$ cat src/rtl/sprite_line_loader_pkg.sv
// Shared types and helpers for the sprite line loader.
// Optional build macro SPR_SKIP_EN is honoured by sprite_line_loader.sv.
package sprite_pkg;

  typedef enum logic [1:0] {
    IDLE,
    ISSUE,
    DRAIN
  } state_t;

  localparam int SPR_MAX_NUM = 32;
  localparam int SPR_MAX_LAT = 4;

  function automatic int spr_idx_w(input int n);
    return (n <= 2) ? 1 : $clog2(n);
  endfunction

endpackage

$ cat src/rtl/sprite_line_loader_if.sv
// Line-load control and sprite ROM address bundle.
// Master drives the line/mask/address inputs; slave is the loader.
interface sprite_line_loader_if #(
  parameter int NUM_SPR = 5,
  parameter int ADDR_W  = 9
);
  logic                      loading_loc;
  logic                      linebegin;
  logic [NUM_SPR-1:0]        spr_active;
  logic [NUM_SPR*ADDR_W-1:0] mem_addr_flat;
  logic [ADDR_W-1:0]         mem_addr_out;
  logic [NUM_SPR-1:0]        load_en;
  logic                      img_load_done;
  logic                      busy;

  modport master (
    output loading_loc, linebegin,
    output spr_active, mem_addr_flat,
    input  mem_addr_out, load_en,
    input  img_load_done, busy
  );

  modport slave (
    input  loading_loc, linebegin,
    input  spr_active, mem_addr_flat,
    output mem_addr_out, load_en,
    output img_load_done, busy
  );
endinterface

$ cat src/rtl/sprite_line_loader_lat_pipe.sv
// ROM latency pipe: occupancy, load-enable and sprite index per stage.
// Occupancy drives the empty flag so masked slots still hold off done.
module spr_lat_pipe #(
  parameter int LAT = 1,
  parameter int IW  = 3
) (
  input  logic          clk,
  input  logic          rst,
  input  logic          flush,
  input  logic          in_v,
  input  logic          in_en,
  input  logic [IW-1:0] in_idx,
  output logic          out_v,
  output logic          out_en,
  output logic [IW-1:0] out_idx,
  output logic          empty
);
  logic [LAT-1:0] v;
  logic [LAT-1:0] en;
  logic [IW-1:0]  idx [LAT];

  always_ff @(posedge clk) begin
    if (rst || flush) begin
      v  <= '0;
      en <= '0;
      for (int i = 0; i < LAT; i++)
        idx[i] <= '0;
    end else begin
      v[0]   <= in_v;
      en[0]  <= in_v & in_en;
      idx[0] <= in_idx;
      for (int i = 1; i < LAT; i++) begin
        v[i]   <= v[i-1];
        en[i]  <= en[i-1];
        idx[i] <= idx[i-1];
      end
    end
  end

  assign out_v   = v[LAT-1];
  assign out_en  = en[LAT-1];
  assign out_idx = idx[LAT-1];
  assign empty   = ~|v;
endmodule

$ cat src/rtl/sprite_line_loader.sv
// Per-line sprite image loader: walks sprite ROM addresses, strobes loads.
// Define SPR_SKIP_EN to skip inactive sprites during the address walk.
module sprite_line_loader
  import sprite_pkg::*;
#(
  parameter int NUM_SPR = 5,
  parameter int ADDR_W  = 9,
  parameter int MEM_LAT = 1
) (
  input logic clk,
  input logic rst,
  sprite_line_loader_if.slave bus
);
  localparam int IW = spr_idx_w(NUM_SPR);

  state_t state, state_nx;

  logic [IW-1:0]      idx;
  logic [NUM_SPR-1:0] mask;
  logic               loc_d;
  logic               start;
  logic               start_q;
  logic               push;
  logic               abort;
  logic               fin;
  logic               first_v;
  logic [IW-1:0]      first_idx;
  logic               next_v;
  logic [IW-1:0]      next_idx;
  logic               p_v;
  logic               p_en;
  logic [IW-1:0]      p_idx;
  logic               p_empty;

  assign start = !bus.loading_loc &
                 (bus.linebegin | (loc_d & ~bus.loading_loc));

`ifdef SPR_SKIP_EN
  always_comb begin
    first_v   = 1'b0;
    first_idx = '0;
    next_v    = 1'b0;
    next_idx  = '0;
    for (int i = NUM_SPR - 1; i >= 0; i--) begin
      if (mask[i]) begin
        first_v   = 1'b1;
        first_idx = IW'(i);
      end
      if (mask[i] && (i > int'(idx))) begin
        next_v   = 1'b1;
        next_idx = IW'(i);
      end
    end
  end
`else
  localparam logic [IW-1:0] LAST = IW'(NUM_SPR - 1);

  always_comb begin
    first_v   = 1'b1;
    first_idx = '0;
    next_v    = (idx != LAST);
    next_idx  = idx + 1'b1;
  end
`endif

  always_ff @(posedge clk) begin
    if (rst) state <= IDLE;
    else     state <= state_nx;
  end

  always_comb begin
    state_nx = state;
    unique case (state)
      IDLE:
        if (start_q && !bus.loading_loc)
          state_nx = first_v ? ISSUE : DRAIN;
      ISSUE:
        if (bus.loading_loc) state_nx = IDLE;
        else if (!next_v)    state_nx = DRAIN;
      DRAIN:
        if (bus.loading_loc || p_empty)
          state_nx = IDLE;
      default: state_nx = IDLE;
    endcase
  end

  always_comb begin
    push     = (state == ISSUE) && !bus.loading_loc;
    abort    = (state != IDLE) && bus.loading_loc;
    fin      = (state == DRAIN) && !bus.loading_loc && p_empty;
    bus.busy = (state != IDLE);
  end

  always_ff @(posedge clk) begin
    if (rst) begin
      idx               <= '0;
      mask              <= '0;
      loc_d             <= 1'b0;
      start_q           <= 1'b0;
      bus.mem_addr_out  <= '0;
      bus.load_en       <= '0;
      bus.img_load_done <= 1'b0;
    end else begin
      loc_d             <= bus.loading_loc;
      bus.img_load_done <= fin;
      bus.mem_addr_out  <= push ?
        bus.mem_addr_flat[int'(idx)*ADDR_W +: ADDR_W] : '0;
      bus.load_en <= (!abort && p_v && p_en) ?
        (NUM_SPR'(1) << p_idx) : '0;
      if (state == IDLE) begin
        // Start is registered one cycle so the mask settles before the walk
        if (start_q) begin
          start_q <= 1'b0;
          idx     <= first_idx;
        end else if (start) begin
          start_q <= 1'b1;
          mask    <= bus.spr_active;
          idx     <= '0;
        end
      end else begin
        start_q <= 1'b0;
        if (push && next_v) idx <= next_idx;
      end
    end
  end

  spr_lat_pipe #(
    .LAT (MEM_LAT),
    .IW  (IW)
  ) u_pipe (
    .clk     (clk),
    .rst     (rst),
    .flush   (abort),
    .in_v    (push),
    .in_en   (mask[idx]),
    .in_idx  (idx),
    .out_v   (p_v),
    .out_en  (p_en),
    .out_idx (p_idx),
    .empty   (p_empty)
  );
endmodule
$ cat src/flat_wrapper.sv
// flat-port wrapper written by rule: the top's interface ports become plain ports
module sprite_line_loader_flat import sprite_pkg::*;
#(
  parameter int NUM_SPR = 5,
  parameter int ADDR_W  = 9,
  parameter int MEM_LAT = 1
)
  (clk, rst, bus_loading_loc, bus_linebegin, bus_spr_active, bus_mem_addr_flat, bus_mem_addr_out, bus_load_en, bus_img_load_done, bus_busy);
  sprite_line_loader_if #(.NUM_SPR(NUM_SPR), .ADDR_W(ADDR_W)) bus_i ();
  input logic clk;
  input logic rst;
  input wire logic [$bits(bus_i.loading_loc)-1:0] bus_loading_loc;
  input wire logic [$bits(bus_i.linebegin)-1:0] bus_linebegin;
  input wire logic [$bits(bus_i.spr_active)-1:0] bus_spr_active;
  input wire logic [$bits(bus_i.mem_addr_flat)-1:0] bus_mem_addr_flat;
  output wire logic [$bits(bus_i.mem_addr_out)-1:0] bus_mem_addr_out;
  output wire logic [$bits(bus_i.load_en)-1:0] bus_load_en;
  output wire logic [$bits(bus_i.img_load_done)-1:0] bus_img_load_done;
  output wire logic [$bits(bus_i.busy)-1:0] bus_busy;
  assign bus_i.loading_loc = bus_loading_loc;
  assign bus_i.linebegin = bus_linebegin;
  assign bus_i.spr_active = bus_spr_active;
  assign bus_i.mem_addr_flat = bus_mem_addr_flat;
  assign bus_mem_addr_out = bus_i.mem_addr_out;
  assign bus_load_en = bus_i.load_en;
  assign bus_img_load_done = bus_i.img_load_done;
  assign bus_busy = bus_i.busy;
  sprite_line_loader #(.NUM_SPR(NUM_SPR), .ADDR_W(ADDR_W), .MEM_LAT(MEM_LAT)) u_core (.clk(clk), .rst(rst), .bus(bus_i));
endmodule
$ cat config.mk
export PLATFORM = sky130hd
export DESIGN_NAME = sprite_line_loader_flat
export DESIGN_NICKNAME = d
export VERILOG_FILES = /design/src/rtl/sprite_line_loader_pkg.sv /design/src/rtl/sprite_line_loader_if.sv /design/src/rtl/sprite_line_loader_lat_pipe.sv /design/src/rtl/sprite_line_loader.sv /design/src/flat_wrapper.sv
export SDC_FILE = /design/constraint.sdc
export NUM_CORES = 1
export LEC_CHECK = 0
export BUFFER_PORTS_ARGS = -buffer_cell sky130_fd_sc_hd__clkbuf_2
export CAP_MARGIN = 20
export CELL_PAD_IN_SITES_DETAIL_PLACEMENT = 1
export CELL_PAD_IN_SITES_GLOBAL_PLACEMENT = 2
export CORE_MARGIN = 2
export CORE_UTILIZATION = 24
export CTS_BUF_LIST = sky130_fd_sc_hd__clkbuf_4
export CTS_CLUSTER_SIZE = 24
export DETAILED_ROUTE_END_ITERATION = 16
export HOLD_SLACK_MARGIN = 0.12
export PLACE_DENSITY = 0.8
export SLEW_MARGIN = 30
export SYNTH_ARGS = -nofsm -noshare
export SYNTH_HDL_FRONTEND = slang
export SYNTH_SLANG_ARGS = --single-unit
$ cat constraint.sdc
create_clock -name clk -period 1.6 [get_ports clk]
set_clock_uncertainty 0.05 [all_clocks]
set_input_delay 0 -clock clk [delete_from_list [all_inputs] [get_ports clk]]
set_output_delay 0 -clock clk [all_outputs]
set_load 0.005 [all_outputs]
==> flow_summary.html, run 1 <==
<table>
<tr><th>Metric</th><th>Value</th></tr>
<tr><th colspan="2">Placement</th></tr>
<tr><td>Placed cell areas</td><td>~0.002 sq mm</td></tr>
<tr><td>Final GP Congestion</td><td>0.804</td></tr>
<tr><td>Buffers added on ports</td><td>69</td></tr>
<tr><td>Pre-CTS setup slack</td><td>0.104 ns</td></tr>
<tr><td>Number of placed instances with taps included</td><td>~310</td></tr>
<tr><td>HPWL Detailed</td><td>3.13 mm</td></tr>
<tr><th colspan="2">Global routing</th></tr>
<tr><td>Most Used Layer, Global Route</td><td>met2</td></tr>
<tr><td>Vias in the first global route</td><td>1778</td></tr>
<tr><td>Initial antenna violation count</td><td>0</td></tr>
<tr><td>Global routing met1 resource utilization</td><td>17.3%</td></tr>
<tr><td>Aggregate global routing overflow</td><td>0</td></tr>
<tr><td>Wire length of the first global-routing pass</td><td>8.67 mm</td></tr>
<tr><td>Met3 layer usage reported by global route</td><td>3.83%</td></tr>
<tr><td>GR met2 Demand/Resource</td><td>27.1%</td></tr>
<tr><td>Largest net degree at the start of global routing</td><td>34</td></tr>
<tr><td>Global-route total usage across every layer</td><td>15.2%</td></tr>
<tr><th colspan="2">Drt</th></tr>
<tr><td># DRC</td><td>0</td></tr>
<tr><td>Detailed Routing Iterations Pass 1</td><td>4</td></tr>
<tr><td>Post-detailed-route via-to-cell ratio</td><td>4.55</td></tr>
<tr><td>DR WL/cell</td><td>14.8 microns</td></tr>
<tr><td>Antenna-violating nets left</td><td>0</td></tr>
<tr><td>Initial detailed-routing violation count</td><td>44</td></tr>
<tr><td>Aggregate routed wire length</td><td>5.56 mm</td></tr>
<tr><td>Total vias in the final route</td><td>1705</td></tr>
<tr><th colspan="2">Clocking</th></tr>
<tr><td>TritonCTS sink count</td><td>32</td></tr>
<tr><td>Worst-Skew Late Latency</td><td>0.34 ns</td></tr>
<tr><td>Number of buffers created by CTS</td><td>5</td></tr>
<tr><td>Clock-pin slew on the worst setup and hold paths</td><td>0.12 ns</td></tr>
<tr><td>TritonCTS clock tree</td><td>done</td></tr>
<tr><td>Number of H-tree levels</td><td>2</td></tr>
<tr><td>Maximum number of buffers from clock root to sink</td><td>2</td></tr>
<tr><td>Master cell of the clock root buffer</td><td>sky130_fd_sc_hd__clkbuf_4</td></tr>
<tr><th colspan="2">Yosys</th></tr>
<tr><td>Post-Synthesis Mean Instance Area</td><td>around 9 sq um</td></tr>
<tr><td>Portion of netlist area occupied by mux cells</td><td>16.9%</td></tr>
<tr><td>Sequential area share after synthesis</td><td>41.3%</td></tr>
<tr><td>Post-synthesis adder-cell area fraction</td><td>about 1.6%</td></tr>
<tr><td>Post-synthesis register bit count</td><td>32</td></tr>
<tr><td>Area fraction in and, or, nand and nor cells after synthesis</td><td>21.5%</td></tr>
<tr><td>Syn Std Cell Area</td><td>0.00155 sq mm</td></tr>
<tr><td>Synth unique cells</td><td>31</td></tr>
<tr><td>Compound-gate portion of the synthesized area</td><td>between 10% and 20%</td></tr>
<tr><td>Synthesized Nets</td><td>~230</td></tr>
<tr><td>Combinational family with the most area after synthesis</td><td>simple AND/OR/NAND/NOR gates</td></tr>
<tr><td>Count of mapped cells out of synthesis</td><td>between 150 and 200</td></tr>
<tr><td>Number of synthesis warnings</td><td>0</td></tr>
<tr><td>XOR/XNOR share of the synthesized area</td><td>0%</td></tr>
<tr><th colspan="2">Setup path</th></tr>
<tr><td>Delay of the slowest cell on the worst path</td><td>roughly 0.53 ns</td></tr>
<tr><td>Critical path cell sequence</td><td>buf_4 -&gt; nand3b_1 -&gt; o21ai_0 -&gt; nand2_1 -&gt; a21oi_1</td></tr>
<tr><td>Arrival time of data at the critical path endpoint</td><td>1.72 ns</td></tr>
<tr><td>Data required time of the worst path</td><td>1.82 ns</td></tr>
<tr><td>Path type of the worst setup path</td><td>reg -&gt; reg</td></tr>
<tr><td>Kind of capture point of the worst setup path</td><td>flop</td></tr>
<tr><td>Worst setup SP type</td><td>flop</td></tr>
<tr><td>Cell with the biggest individual delay on the critical path</td><td>sky130_fd_sc_hd__dfxtp_1</td></tr>
<tr><td>Peak fanout along the critical path</td><td>19</td></tr>
<tr><th colspan="2">Cells and area</th></tr>
<tr><td>Cell Count, Final, Fillers Out</td><td>375</td></tr>
<tr><td>Core Util, Final</td><td>41.2%</td></tr>
<tr><td>Most frequent cells in the layout</td><td>sky130_fd_sc_hd__clkbuf_2, sky130_fd_sc_hd__dlygate4sd3_1, sky130_fd_sc_hd__dfxtp_1</td></tr>
<tr><td>Number of antenna repair diodes</td><td>0</td></tr>
<tr><td>Most common cell after layout, fill and taps aside</td><td>sky130_fd_sc_hd__clkbuf_2</td></tr>
<tr><td>Proportion of layout cells with a drive suffix above 1</td><td>34.2%</td></tr>
<tr><td>Area grow syn2layout</td><td>67.5%</td></tr>
<tr><td>Number of nets at the end of the flow</td><td>between 300 and 400</td></tr>
<tr><td>Final design instance area without fill</td><td>between 0.002 and 0.003 sq mm</td></tr>
<tr><th colspan="2">Timing</th></tr>
<tr><td>Hold_ws</td><td>between 0.15 and 0.2 ns</td></tr>
<tr><td>Setup TNS after final layout</td><td>0 ns</td></tr>
<tr><td>RSZ-0062 raised after global routing</td><td>false</td></tr>
<tr><td>Worst-margin pin slew</td><td>0.452 ns</td></tr>
<tr><td>Post-layout minimum cycle time</td><td>1.50 ns</td></tr>
<tr><td>Final setup fails</td><td>0</td></tr>
<tr><td>Slew Viols, Final</td><td>0</td></tr>
<tr><td>Final Hold Viols</td><td>0</td></tr>
<tr><td>Final setup margin</td><td>0.0979 ns</td></tr>
<tr><td>Achievable Freq</td><td>666 MHz</td></tr>
<tr><td>Final period util</td><td>~94%</td></tr>
<tr><td>Slew headroom</td><td>between 60% and 70%</td></tr>
<tr><th colspan="2">Die</th></tr>
<tr><td>Starting density of the core</td><td>24.6%</td></tr>
<tr><td>Vertical extent of the die</td><td>~84 microns</td></tr>
<tr><td>Floorplan row count</td><td>29</td></tr>
<tr><td>X dimension of the die</td><td>84.4 microns</td></tr>
<tr><td>Area of the die</td><td>between 0.007 and 0.008 sq mm</td></tr>
<tr><td>Top-level port count</td><td>70</td></tr>
<tr><td>Floorplan Core Area</td><td>0.00631 sq mm</td></tr>
<tr><th colspan="2">Power and ir drop</th></tr>
<tr><td>Total power</td><td>1.59 mW</td></tr>
<tr><td>Static power due to leakage</td><td>1.11 nW</td></tr>
<tr><td>Maximum vdd drop</td><td>0.403 mV</td></tr>
<tr><td>Power per cell area</td><td>between 600 and 700 mW/mm^2</td></tr>
<tr><th colspan="2">Outcome</th></tr>
<tr><td>Status</td><td>complete, no violations</td></tr>
<tr><th colspan="2">Job</th></tr>
<tr><td>Max-cap viol count</td><td>0</td></tr>
<tr><th colspan="2">Worst hold path</th></tr>
<tr><td>Hold/Removal Path Class</td><td>in -&gt; reg</td></tr>
</table>
## cells in the mapped netlist
master | instances | share of area (%)
sky130_fd_sc_hd__o21ba_2 | 2 | 1.3
sky130_fd_sc_hd__nor3b_4 | 1 | 1.2
sky130_fd_sc_hd__o31ai_1 | 1 | 0.48
sky130_fd_sc_hd__nand3_1 | 4 | 1.3
sky130_fd_sc_hd__and2_1 | 3 | 1.2
sky130_fd_sc_hd__buf_2 | 2 | 0.64
sky130_fd_sc_hd__a21oi_4 | 1 | 1.0
sky130_fd_sc_hd__dfxtp_1 | 32 | 41
sky130_fd_sc_hd__a32oi_1 | 1 | 0.56
sky130_fd_sc_hd__nand3b_1 | 10 | 4.8
sky130_fd_sc_hd__nor4_1 | 1 | 0.40
sky130_fd_sc_hd__nor4b_1 | 1 | 0.56
sky130_fd_sc_hd__mux2i_1 | 15 | 9.7
sky130_fd_sc_hd__a21oi_1 | 13 | 4.2
sky130_fd_sc_hd__mux2_2 | 10 | 7.3
sky130_fd_sc_hd__ha_1 | 2 | 1.6
sky130_fd_sc_hd__clkbuf_1 | 9 | 2.2
sky130_fd_sc_hd__nor3b_1 | 2 | 0.97
sky130_fd_sc_hd__nor2_1 | 10 | 2.4
sky130_fd_sc_hd__o21ai_0 | 13 | 4.2
sky130_fd_sc_hd__and3b_1 | 1 | 0.56
sky130_fd_sc_hd__a31oi_1 | 1 | 0.40
sky130_fd_sc_hd__or2_1 | 1 | 0.40
sky130_fd_sc_hd__nand4b_1 | 1 | 0.56
sky130_fd_sc_hd__nand2_1 | 22 | 5.3
sky130_fd_sc_hd__nor3_1 | 3 | 0.97
sky130_fd_sc_hd__a211oi_1 | 1 | 0.48
sky130_fd_sc_hd__nor2b_1 | 2 | 0.81
sky130_fd_sc_hd__inv_1 | 5 | 1.2
sky130_fd_sc_hd__o32ai_1 | 1 | 0.56
sky130_fd_sc_hd__buf_6 | 2 | 1.5
## sequential cells by signal (all words and copies together) (netlist names)
register and cells:
u_core.idx 3, u_core.loc_d 1, u_core.mask 5, u_core.state 2, u_core.bus.img_load_done 1, u_core.start_q 1, u_core.u_pipe.out_en 1, u_core.bus.mem_addr_out 9
u_core.u_pipe.out_v 1, u_core.u_pipe.idx 3, u_core.bus.load_en 5
## worst max-delay path: cells and delay by family (launching register included)
| family | cells | cell delay, ns |
|---|---|---|
| buffers and inverters | 1 | 0.30 |
| and+or+nand+nor | 2 | 0.24 |
| DFF | 1 | 0.53 |
| AOI/OAI and AO/OA | 2 | 0.30 |
## power breakdown
| part | switching, mW | internal [mW] | total [mW] |
|---|---|---|---|
| Clock | 0.308 | 0.173 | 0.481 |
| Combinational | 0.106 | 0.183 | 0.289 |
| Sequential | 0.00855 | 0.810 | 0.818 |
## metal layers
| layer | vias up | share of wire, % |
|---|---|---|
| met5 | - | 0 |
| met4 | 0 | 4.6 |
| met3 | 19 | 4.8 |
| met2 | 54 | 51 |
| met1 | 781 | 40 |
| li1 | 851 | - |
## final cells by class
class,instances,area (sq um)
Clock inverter,3,23.8
Inverter,5,18.8
Sequential cell,32,641
Multi-Input combinational cell,123,838
Tap cell,77,96.3
Timing Repair Buffer,130,946
Clock buffer,5,37.5
Fill cell,776,3710
## logic make-up (layout without fill, tap and decap cells)
kind of cell | after synthesis | in the layout
AO/OA/AOI/OAI | 34 | 34
flip-flops | 32 | 32
adder cells (fa/ha/maj) | 2 | 2
multiplexers | 25 | 25
buffers and inverters | 18 | 143
AND/OR/NAND/NOR | 62 | 62
## repair_timing
action / in CTS / in global routing
buffers inserted: 0 / 2
setup endpoints to repair: 0 / 6
endpoints found under the hold margin: 26 / 1
gates resized for setup: 0 / 2
hold buffers: 50 / 2
## path summary, 6_finish.rpt
| check | startpoint | endpoint | slack (ns) | cells past startpoint |
|---|---|---|---|---|
| worst max-delay path | u_core.idx[2] | u_core.bus.mem_addr_out[8] | 0.1 | 5 |
| worst min-delay path | bus_linebegin | u_core.idx[1] | 0.20 | 5 |
| worst max register to register | u_core.idx[2] | u_core.bus.mem_addr_out[8] | 0.1 | 5 |
| worst min register to register | u_core.u_pipe.idx[0][1] | u_core.bus.load_en[3] | 0.43 | 2 |
Power figures use the tool's default switching activity.
==> run 2, diff against run 1 <==
RECOVER_POWER = 50   (was not set)
SETUP_SLACK_MARGIN = 0.02   (was not set)
==> flow_summary.html, run 2 (synthesis results as in run 1) <==
<table>
<tr><th>Metric</th><th>Value</th></tr>
<tr><th colspan="2">Power and ir drop</th></tr>
<tr><td>Switching power share of the total</td><td>26.0% (-0.59 points)</td></tr>
<tr><td>Part of the total power dissipated in the clock network</td><td>31.2% (+0.9 points)</td></tr>
<tr><td>Static power due to leakage</td><td>1.08 nW (-2.9%)</td></tr>
<tr><td>Total power</td><td>1.61 mW (+1.6%)</td></tr>
<tr><td>Power per cell area</td><td>625 mW/mm^2 (+2.4%)</td></tr>
<tr><td>Internal power of the cells</td><td>1.19 mW (+2.4%)</td></tr>
<tr><td>Seq pwr share</td><td>50.7% (-0.8 points)</td></tr>
<tr><td>Maximum vdd drop</td><td>0.334 mV (-17%)</td></tr>
<tr><td>Comb power frac</td><td>18.2% (about the same)</td></tr>
<tr><td>NetSw</td><td>420 uW (-0.64%)</td></tr>
<tr><th colspan="2">Timing</th></tr>
<tr><td>Worst-margin pin slew</td><td>0.507 ns (+0.0543 ns)</td></tr>
<tr><td>Post-layout minimum cycle time</td><td>1.51 ns (+0.00480 ns)</td></tr>
<tr><td>Final Hold Viols</td><td>0 (unchanged)</td></tr>
<tr><td>Slew Viols, Final</td><td>0 (unchanged)</td></tr>
<tr><td>Final period util</td><td>94.2% (+0.30 points)</td></tr>
<tr><td>Final setup fails</td><td>0 (unchanged)</td></tr>
<tr><td>Achievable Freq</td><td>664 MHz (-0.32%)</td></tr>
<tr><td>Slew headroom</td><td>66.2% (-3.6 points)</td></tr>
<tr><td>Setup TNS after final layout</td><td>0 ns (unchanged)</td></tr>
<tr><th colspan="2">Setup path</th></tr>
<tr><td>Startpoint of the most critical register-to-register path</td><td>u_core.state[0]</td></tr>
<tr><td>Arrival time of data at the critical path endpoint</td><td>1.71 ns (about the same)</td></tr>
<tr><td>Kind of capture point of the worst setup path</td><td>flop</td></tr>
<tr><td>Endpoint of the most critical register-to-register path</td><td>u_core.u_pipe.out_en</td></tr>
<tr><td>Worst-case register-to-register setup slack</td><td>0.09 ns (about the same)</td></tr>
<tr><td>Critical path cell sequence</td><td>buf_4 -&gt; inv_1 -&gt; nor2_1 -&gt; nand2_1 -&gt; a21oi_1</td></tr>
<tr><td>Peak fanout along the critical path</td><td>11 (-8)</td></tr>
<tr><td>Launching instance or port of the critical path</td><td>u_core.state[0]</td></tr>
<tr><td>Register-to-Register Path Depth</td><td>5 (unchanged)</td></tr>
<tr><td>Data required time of the worst path</td><td>1.80 ns (-0.02 ns)</td></tr>
<tr><td>Delay of the slowest cell on the worst path</td><td>0.36 ns (-0.17 ns)</td></tr>
<tr><td>Path type of the worst setup path</td><td>reg -&gt; reg</td></tr>
<tr><td>Cell with the biggest individual delay on the critical path</td><td>sky130_fd_sc_hd__dfxtp_1</td></tr>
<tr><td>Worst setup SP type</td><td>flop</td></tr>
<tr><th colspan="2">Cells and area</th></tr>
<tr><td>Number of nets at the end of the flow</td><td>353 (unchanged)</td></tr>
<tr><td>Final design instance area without fill</td><td>0.00258 sq mm (-0.72%)</td></tr>
<tr><td>Area grow syn2layout</td><td>66.3%</td></tr>
<tr><td>Largest register FFs</td><td>9 (unchanged)</td></tr>
<tr><td>Largest registers ranked by flip-flop count</td><td>u_core.bus.mem_addr_out (9), u_core.bus.load_en (5), u_core.mask (5)</td></tr>
<tr><td>Core Util, Final</td><td>40.9% (-0.30 points)</td></tr>
<tr><td>Most common cell after layout, fill and taps aside</td><td>sky130_fd_sc_hd__clkbuf_2</td></tr>
<tr><td>Largest register by flop count</td><td>u_core.bus.mem_addr_out</td></tr>
<tr><td>Cell Count, Final, Fillers Out</td><td>377 (+0.53%)</td></tr>
<tr><td>Most frequent cells in the layout</td><td>sky130_fd_sc_hd__clkbuf_2, sky130_fd_sc_hd__dlygate4sd3_1, sky130_fd_sc_hd__dfxtp_1</td></tr>
<tr><td>Proportion of layout cells with a drive suffix above 1</td><td>31.5% (-2.7 points)</td></tr>
<tr><th colspan="2">Placement</th></tr>
<tr><td>HPWL Detailed</td><td>3.25 mm (+3.5%)</td></tr>
<tr><td>Final GP Congestion</td><td>0.775 (-3.5%)</td></tr>
<tr><td>Buffers added on ports</td><td>69 (unchanged)</td></tr>
<tr><td>Placed cell areas</td><td>0.00198 sq mm (-0.63%)</td></tr>
<tr><td>Number of placed instances with taps included</td><td>313 (unchanged)</td></tr>
<tr><th colspan="2">Outcome</th></tr>
<tr><td>Status</td><td>complete, no violations</td></tr>
<tr><th colspan="2">Job</th></tr>
<tr><td>Max-cap viol count</td><td>0 (unchanged)</td></tr>
<tr><th colspan="2">Global routing</th></tr>
<tr><td>Vias in the first global route</td><td>1884 (+6.0%)</td></tr>
<tr><td>Aggregate global routing overflow</td><td>0 (unchanged)</td></tr>
<tr><td>Initial antenna violation count</td><td>2 (+2)</td></tr>
<tr><td>Largest net degree at the start of global routing</td><td>20 (-41%)</td></tr>
<tr><td>Wire length of the first global-routing pass</td><td>9.47 mm (+9.2%)</td></tr>
<tr><td>Global-route total usage across every layer</td><td>17.0% (+1.8 points)</td></tr>
<tr><th colspan="2">Drt</th></tr>
<tr><td># DRC</td><td>0 (unchanged)</td></tr>
<tr><td>Post-detailed-route via-to-cell ratio</td><td>4.62 (+1.5%)</td></tr>
<tr><td>Total vias in the final route</td><td>1740 (+2.1%)</td></tr>
<tr><td>Antenna-violating nets left</td><td>0 (unchanged)</td></tr>
<tr><td>DR WL/cell</td><td>16.2 microns (+9.0%)</td></tr>
<tr><td>Detailed Routing Iterations Pass 1</td><td>4 (unchanged)</td></tr>
<tr><td>Aggregate routed wire length</td><td>6.09 mm (+9.6%)</td></tr>
<tr><td>Initial detailed-routing violation count</td><td>52 (+18%)</td></tr>
<tr><th colspan="2">Die</th></tr>
<tr><td>Top-level port count</td><td>70 (unchanged)</td></tr>
<tr><td>Floorplan Core Area</td><td>0.00631 sq mm (unchanged)</td></tr>
<tr><td>X dimension of the die</td><td>84.4 microns (unchanged)</td></tr>
<tr><td>Area of the die</td><td>0.00713 sq mm (unchanged)</td></tr>
<tr><td>Starting density of the core</td><td>24.6% (unchanged)</td></tr>
<tr><td>Vertical extent of the die</td><td>84.4 microns (unchanged)</td></tr>
<tr><td>Floorplan row count</td><td>29 (unchanged)</td></tr>
<tr><th colspan="2">Clocking</th></tr>
<tr><td>TritonCTS sink count</td><td>32 (unchanged)</td></tr>
<tr><td>Number of H-tree levels</td><td>2 (unchanged)</td></tr>
<tr><td>Worst-Skew Late Latency</td><td>0.35 ns (about the same)</td></tr>
<tr><td>Clock-pin slew on the worst setup and hold paths</td><td>0.11 ns (about the same)</td></tr>
<tr><td>Maximum number of buffers from clock root to sink</td><td>2 (unchanged)</td></tr>
<tr><td>Master cell of the clock root buffer</td><td>sky130_fd_sc_hd__clkbuf_4</td></tr>
<tr><td>TritonCTS clock tree</td><td>done</td></tr>
<tr><td>Number of buffers created by CTS</td><td>5 (unchanged)</td></tr>
<tr><th colspan="2">Worst hold path</th></tr>
<tr><td>Hold worst-path end</td><td>u_core.idx[1]</td></tr>
<tr><td>Number of cells on the worst hold path</td><td>5 (unchanged)</td></tr>
<tr><td>Hold/Removal Path Class</td><td>in -&gt; reg</td></tr>
<tr><td>Critical hold path startpoint</td><td>bus_linebegin</td></tr>
</table>
-- run 2: changes by cell type in the layout (fill, tap and decap cells not counted), moves of 2 or more --
cell                         before  now
sky130_fd_sc_hd__clkbuf_2        69   60
sky130_fd_sc_hd__clkbuf_4         5    7
sky130_fd_sc_hd__clkinvlp_4       2    0
sky130_fd_sc_hd__diode_2          0    2
sky130_fd_sc_hd__clkbuf_1         0   10
-- run 2: power groups by stage --
stage          registers (mW)  logic, mW  clock network [mW]
2_1_floorplan           0.834     0.0839                   0
3_3_place_gp            0.835      0.166                   0
3_5_place_dp            0.836      0.169                   0
4_1_cts                 0.818      0.271               0.511
5_1_grt                 0.820      0.316               0.550
6_report                0.818      0.293               0.503
-- run 2: critical path: cells and delay by family, from the launching register on --
family / cells / cell delay, ns
flip-flops: 1 / 0.36
AND/OR/NAND/NOR: 2 / 0.51
AO/OA/AOI/OAI: 1 / 0.29
buffers and inverters: 2 / 0.21
-- run 2: worst max-delay path by stage --
stage                                      end  slack [ns]  depth (start not counted)
after floorplan                  u_core.idx[2]        0.02                          8
after global placement          u_core.mask[3]        0.13                          4
after detailed placement        u_core.mask[4]        0.06                          4
after CTS                        u_core.idx[2]        0.05                          6
after global routing             u_core.idx[2]       -0.03                          6
final                     u_core.u_pipe.out_en        0.09                          5
-- run 2: per-stage QoR --
stage	setup slack (ns)	hold WS, ns
2_1_floorplan	0.0237	0.0216
3_3_place_gp	0.126	0.191
3_5_place_dp	0.0626	0.193
4_1_cts	0.0477	0.176
5_1_grt	-0.0277	0.194
6_report	0.0931	0.156
-- run 2: area by class of cell --
| class | count | area, sq um |
|---|---|---|
| fill | 785 | 3730 |
| timing repair buffer | 130 | 918 |
| multi-input combinational | 123 | 846 |
| sequential | 32 | 642 |
| tap | 77 | 96.3 |
| clock buffer | 7 | 52.6 |
| inverter | 5 | 18.8 |
| antenna | 2 | 5.00 |
| clock inverter | 1 | 3.75 |
-- run 2: timing repair --
item / 4_1_cts / 5_1_grt
setup buffers: 0 / 2
endpoints found under the setup margin: 0 / 19
endpoints found under the hold margin: 26 / 0
hold buffers: 52 / 0
gates resized for setup: 0 / 6
-- run 2: metal layers --
metal / global-route usage (%) / routed length (microns) / part of all wire [%] / vias up
li1: - / - / - / 852
met3: 2.65 / 167 / 2.7 / 19
met5: 0 / 0 / 0 / -
met2: 33.1 / 3420 / 56 / 49
met4: 9.09 / 229 / 3.8 / 0
met1: 17.2 / 2270 / 37 / 820
==> run 3, diff against run 2 <==
CORE_ASPECT_RATIO = 1.4   (was not set)
PLACE_DENSITY = 0.79   (was 0.8)
SYNTH_HIERARCHICAL = 1   (was not set)
clock period = 1.35 ns   (was 1.6 ns; I/O delays follow)
==> flow_summary.html, run 3 <==
<table>
<tr><th>Metric</th><th>Value</th></tr>
<tr><th colspan="2">Outcome</th></tr>
<tr><td>Status</td><td>finished with violations</td></tr>
<tr><td>Failing checks</td><td>setup timing</td></tr>
<tr><th colspan="2">Cells and area</th></tr>
<tr><td>Most frequent cells in the layout</td><td>sky130_fd_sc_hd__clkbuf_2, sky130_fd_sc_hd__dlygate4sd3_1, sky130_fd_sc_hd__dfxtp_1</td></tr>
<tr><td>Proportion of layout cells with a drive suffix above 1</td><td>40.0% (+8.5 points)</td></tr>
<tr><td>Largest registers ranked by flip-flop count</td><td>u_core/bus.mem_addr_out (9), u_core/bus.load_en (5), u_core/mask (5)</td></tr>
<tr><td>Largest register FFs</td><td>9 (unchanged)</td></tr>
<tr><td>Number of nets at the end of the flow</td><td>365 (+3.4%)</td></tr>
<tr><td>Largest register by flop count</td><td>u_core/bus.mem_addr_out</td></tr>
<tr><td>Most common cell after layout, fill and taps aside</td><td>sky130_fd_sc_hd__clkbuf_2</td></tr>
<tr><td>Area grow syn2layout</td><td>80.8%</td></tr>
<tr><th colspan="2">Global routing</th></tr>
<tr><td>Wire length of the first global-routing pass</td><td>8.58 mm (-9.4%)</td></tr>
<tr><td>Aggregate global routing overflow</td><td>0 (unchanged)</td></tr>
<tr><td>Largest net degree at the start of global routing</td><td>31 (+55%)</td></tr>
<tr><td>Initial antenna violation count</td><td>1 (-1)</td></tr>
<tr><td>Vias in the first global route</td><td>1931 (+2.5%)</td></tr>
<tr><td>Global-route total usage across every layer</td><td>15.7% (-1.4 points)</td></tr>
<tr><th colspan="2">Die</th></tr>
<tr><td>Floorplan row count</td><td>34 (+17%)</td></tr>
<tr><td>X dimension of the die</td><td>72.1 microns (-15%)</td></tr>
<tr><td>Area of the die</td><td>0.00717 sq mm (+0.51%)</td></tr>
<tr><td>Vertical extent of the die</td><td>99.4 microns (+18%)</td></tr>
<tr><td>Floorplan Core Area</td><td>0.00625 sq mm (-0.95%)</td></tr>
<tr><td>Top-level port count</td><td>70 (unchanged)</td></tr>
<tr><td>Starting density of the core</td><td>24.9% (+0.34 points)</td></tr>
<tr><th colspan="2">Setup path</th></tr>
<tr><td>Kind of capture point of the worst setup path</td><td>flop</td></tr>
<tr><td>Path type of the worst setup path</td><td>reg -&gt; reg</td></tr>
<tr><td>Delay of the slowest cell on the worst path</td><td>0.55 ns (+0.19 ns)</td></tr>
<tr><td>Worst setup SP type</td><td>flop</td></tr>
<tr><td>Cell with the biggest individual delay on the critical path</td><td>sky130_fd_sc_hd__or4_4</td></tr>
<tr><td>Peak fanout along the critical path</td><td>6 (-5)</td></tr>
<tr><td>Critical path cell sequence</td><td>or2_4 -&gt; or4_4 -&gt; mux2i_1 -&gt; nor2_1</td></tr>
<tr><td>Data required time of the worst path</td><td>1.52 ns (-0.28 ns)</td></tr>
<tr><td>Arrival time of data at the critical path endpoint</td><td>1.74 ns (+0.03 ns)</td></tr>
<tr><th colspan="2">Yosys</th></tr>
<tr><td>Post-synthesis cell type with the largest combined area</td><td>sky130_fd_sc_hd__dfxtp_1</td></tr>
<tr><td>Most area-consuming cells after synthesis</td><td>sky130_fd_sc_hd__dfxtp_1, sky130_fd_sc_hd__mux2i_1, sky130_fd_sc_hd__mux2_2</td></tr>
<tr><td>Synth unique cells</td><td>38 (+23%)</td></tr>
<tr><td>Syn Std Cell Area</td><td>0.00156 sq mm (+0.40%)</td></tr>
<tr><td>Top-area cell type share of the netlist area</td><td>41.1% (-0.17 points)</td></tr>
<tr><td>Count of mapped cells out of synthesis</td><td>170 (-1.7%)</td></tr>
<tr><td>Sequential area share after synthesis</td><td>41.1% (-0.17 points)</td></tr>
<tr><td>Most common cell in the netlist</td><td>sky130_fd_sc_hd__dfxtp_1</td></tr>
<tr><td>Number of synthesis warnings</td><td>6 (+6)</td></tr>
<tr><td>Synthesized Nets</td><td>226 (-1.3%)</td></tr>
<tr><td>Post-synthesis register bit count</td><td>32 (unchanged)</td></tr>
<tr><td>Post-synth EDFFs</td><td>0 (unchanged)</td></tr>
<tr><td>Post-Synthesis Mean Instance Area</td><td>9.17 sq um (+2.2%)</td></tr>
<tr><td>List of most frequent post-synthesis cells</td><td>sky130_fd_sc_hd__dfxtp_1, sky130_fd_sc_hd__nand2_1, sky130_fd_sc_hd__mux2i_1</td></tr>
<tr><td>Dominant synthesized flop cell</td><td>sky130_fd_sc_hd__dfxtp_1</td></tr>
<tr><td>Proportion of register bits with asynchronous set or reset after synthesis</td><td>0% (unchanged)</td></tr>
<tr><th colspan="2">Timing</th></tr>
<tr><td>Setup TNS after final layout</td><td>-1.68 ns (-1.68 ns)</td></tr>
<tr><td>Worst-margin pin slew</td><td>0.228 ns (-0.278 ns)</td></tr>
<tr><td>Achievable Freq</td><td>640 MHz (-3.6%)</td></tr>
<tr><td>RSZ-0062 raised after global routing</td><td>true</td></tr>
<tr><td>Final period util</td><td>116% (+22 points)</td></tr>
<tr><td>Final setup margin</td><td>-0.213 ns (-0.306 ns)</td></tr>
<tr><td>Slew Viols, Final</td><td>0 (unchanged)</td></tr>
<tr><td>Slew headroom</td><td>84.6% (+18 points)</td></tr>
<tr><td>Final setup fails</td><td>12 (+12)</td></tr>
<tr><td>Final Hold Viols</td><td>0 (unchanged)</td></tr>
<tr><td>Post-layout minimum cycle time</td><td>1.56 ns (+0.0562 ns)</td></tr>
<tr><th colspan="2">Placement</th></tr>
<tr><td>Final GP Congestion</td><td>0.745 (-3.8%)</td></tr>
<tr><td>HPWL Detailed</td><td>3.37 mm (+3.9%)</td></tr>
<tr><td>Pre-CTS setup slack</td><td>-0.197 ns (-0.260 ns)</td></tr>
<tr><td>Buffers added on ports</td><td>69 (unchanged)</td></tr>
<tr><th colspan="2">Power and ir drop</th></tr>
<tr><td>Maximum vdd drop</td><td>0.635 mV (+90%)</td></tr>
<tr><td>Total power</td><td>2.05 mW (+27%)</td></tr>
<tr><td>Static power due to leakage</td><td>1.19 nW (+10%)</td></tr>
<tr><td>Power per cell area</td><td>728 mW/mm^2 (+17%)</td></tr>
<tr><th colspan="2">Clocking</th></tr>
<tr><td>Worst-Skew Late Latency</td><td>0.34 ns (about the same)</td></tr>
<tr><td>Maximum number of buffers from clock root to sink</td><td>2 (unchanged)</td></tr>
<tr><td>Number of H-tree levels</td><td>2 (unchanged)</td></tr>
<tr><td>Master cell of the clock root buffer</td><td>sky130_fd_sc_hd__clkbuf_4</td></tr>
<tr><td>TritonCTS clock tree</td><td>done</td></tr>
<tr><td>TritonCTS sink count</td><td>32 (unchanged)</td></tr>
<tr><td>Number of buffers created by CTS</td><td>5 (unchanged)</td></tr>
<tr><td>Clock-pin slew on the worst setup and hold paths</td><td>0.11 ns (about the same)</td></tr>
<tr><th colspan="2">Drt</th></tr>
<tr><td>Total vias in the final route</td><td>1786 (+2.6%)</td></tr>
<tr><td>Detailed Routing Iterations Pass 1</td><td>6 (+2)</td></tr>
<tr><td>Post-detailed-route via-to-cell ratio</td><td>4.66 (+1.0%)</td></tr>
<tr><td>Initial detailed-routing violation count</td><td>36 (-31%)</td></tr>
<tr><td>Aggregate routed wire length</td><td>5.61 mm (-7.9%)</td></tr>
<tr><td># DRC</td><td>0 (unchanged)</td></tr>
<tr><td>Antenna-violating nets left</td><td>0 (unchanged)</td></tr>
<tr><td>DR WL/cell</td><td>14.6 microns (-9.4%)</td></tr>
<tr><th colspan="2">Worst hold path</th></tr>
<tr><td>Hold/Removal Path Class</td><td>in -&gt; reg</td></tr>
<tr><th colspan="2">Job</th></tr>
<tr><td>Max-cap viol count</td><td>0 (unchanged)</td></tr>
</table>
run 3: per-stage QoR:
stage	hold WS, ns	instance area, sq um	util [%]	cells
finish	0.209	2820	45.1	383
global route	0.263	2820	45.1	383
CTS	0.123	2750	44.0	379
detailed placement	0.197	2080	33.3	315
global placement	0.184	2080	33.3	315
floorplan	0.0216	1600	-	170
run 3: kinds of logic (layout without fill, tap and decap cells):
family | count (synthesis) | in the layout | synth area share [%]
other | 0 | 1 | 0
and+or+nand+nor | 67 | 67 | 24.2
muxes | 24 | 24 | 16.9
AOI/OAI and AO/OA | 29 | 29 | 11.0
DFF | 32 | 32 | 41.1
buffers and inverters | 16 | 156 | 5.14
adders and majority gates | 2 | 2 | 1.60
run 3: path summary, 6_finish.rpt:
kind,startpoint,end,slack [ns],cells after the start
hold / removal,bus_loading_loc,u_core/u_pipe/idx[0][2],0.21,4
hold reg to reg,u_core/u_pipe/idx[0][2],u_core/bus.load_en[4],0.45,1
setup reg to reg,u_core/state[1],u_core/mask[4],-0.21,4
setup / recovery,u_core/state[1],u_core/mask[4],-0.21,4
run 3: repair_timing:
| item | 4_1_cts | 5_1_grt |
|---|---|---|
| hold endpoints to repair | 31 | 0 |
| setup buffers | 1 | 3 |
| hold buffers | 55 | 0 |
| pin swaps | 4 | 5 |
| gates resized for setup | 10 | 14 |
| setup endpoints to repair | 14 | 25 |
run 3: final cells by class:
type                       instances  area (sq um)
sequential                        32           654
clock buffer                       5          37.5
timing repair buffer             144          1050
tap                               72          90.1
multi-input combinational        122           927
clock inverter                     3          42.5
antenna                            1          2.50
fill                             729          3430
inverter                           4          17.5
run 3: routing by layer:
metal / global-route usage [%] / wire length (microns) / up-vias / share of wire [%]
li1: - / - / 879 / -
met1: 14.9 / 2010 / 830 / 36
met2: 29.1 / 3080 / 55 / 55
met3: 3.85 / 238 / 22 / 4.2
met4: 9.72 / 278 / 0 / 5.0
met5: 0 / 0 / - / 0
run 3: worst max-delay path: cells and delay by family, from the launching register on:
family,cells,cell delay [ns]
AND/OR/NAND/NOR,3,0.85
flip-flops,1,0.36
multiplexers,1,0.18
run 3: power breakdown:
group | total [mW] | internal (mW) | switching, mW
Combinational | 0.345 | 0.226 | 0.119
Clock | 0.746 | 0.386 | 0.359
Sequential | 0.962 | 0.954 | 0.00865
Total | 2.05 | 1.57 | 0.487
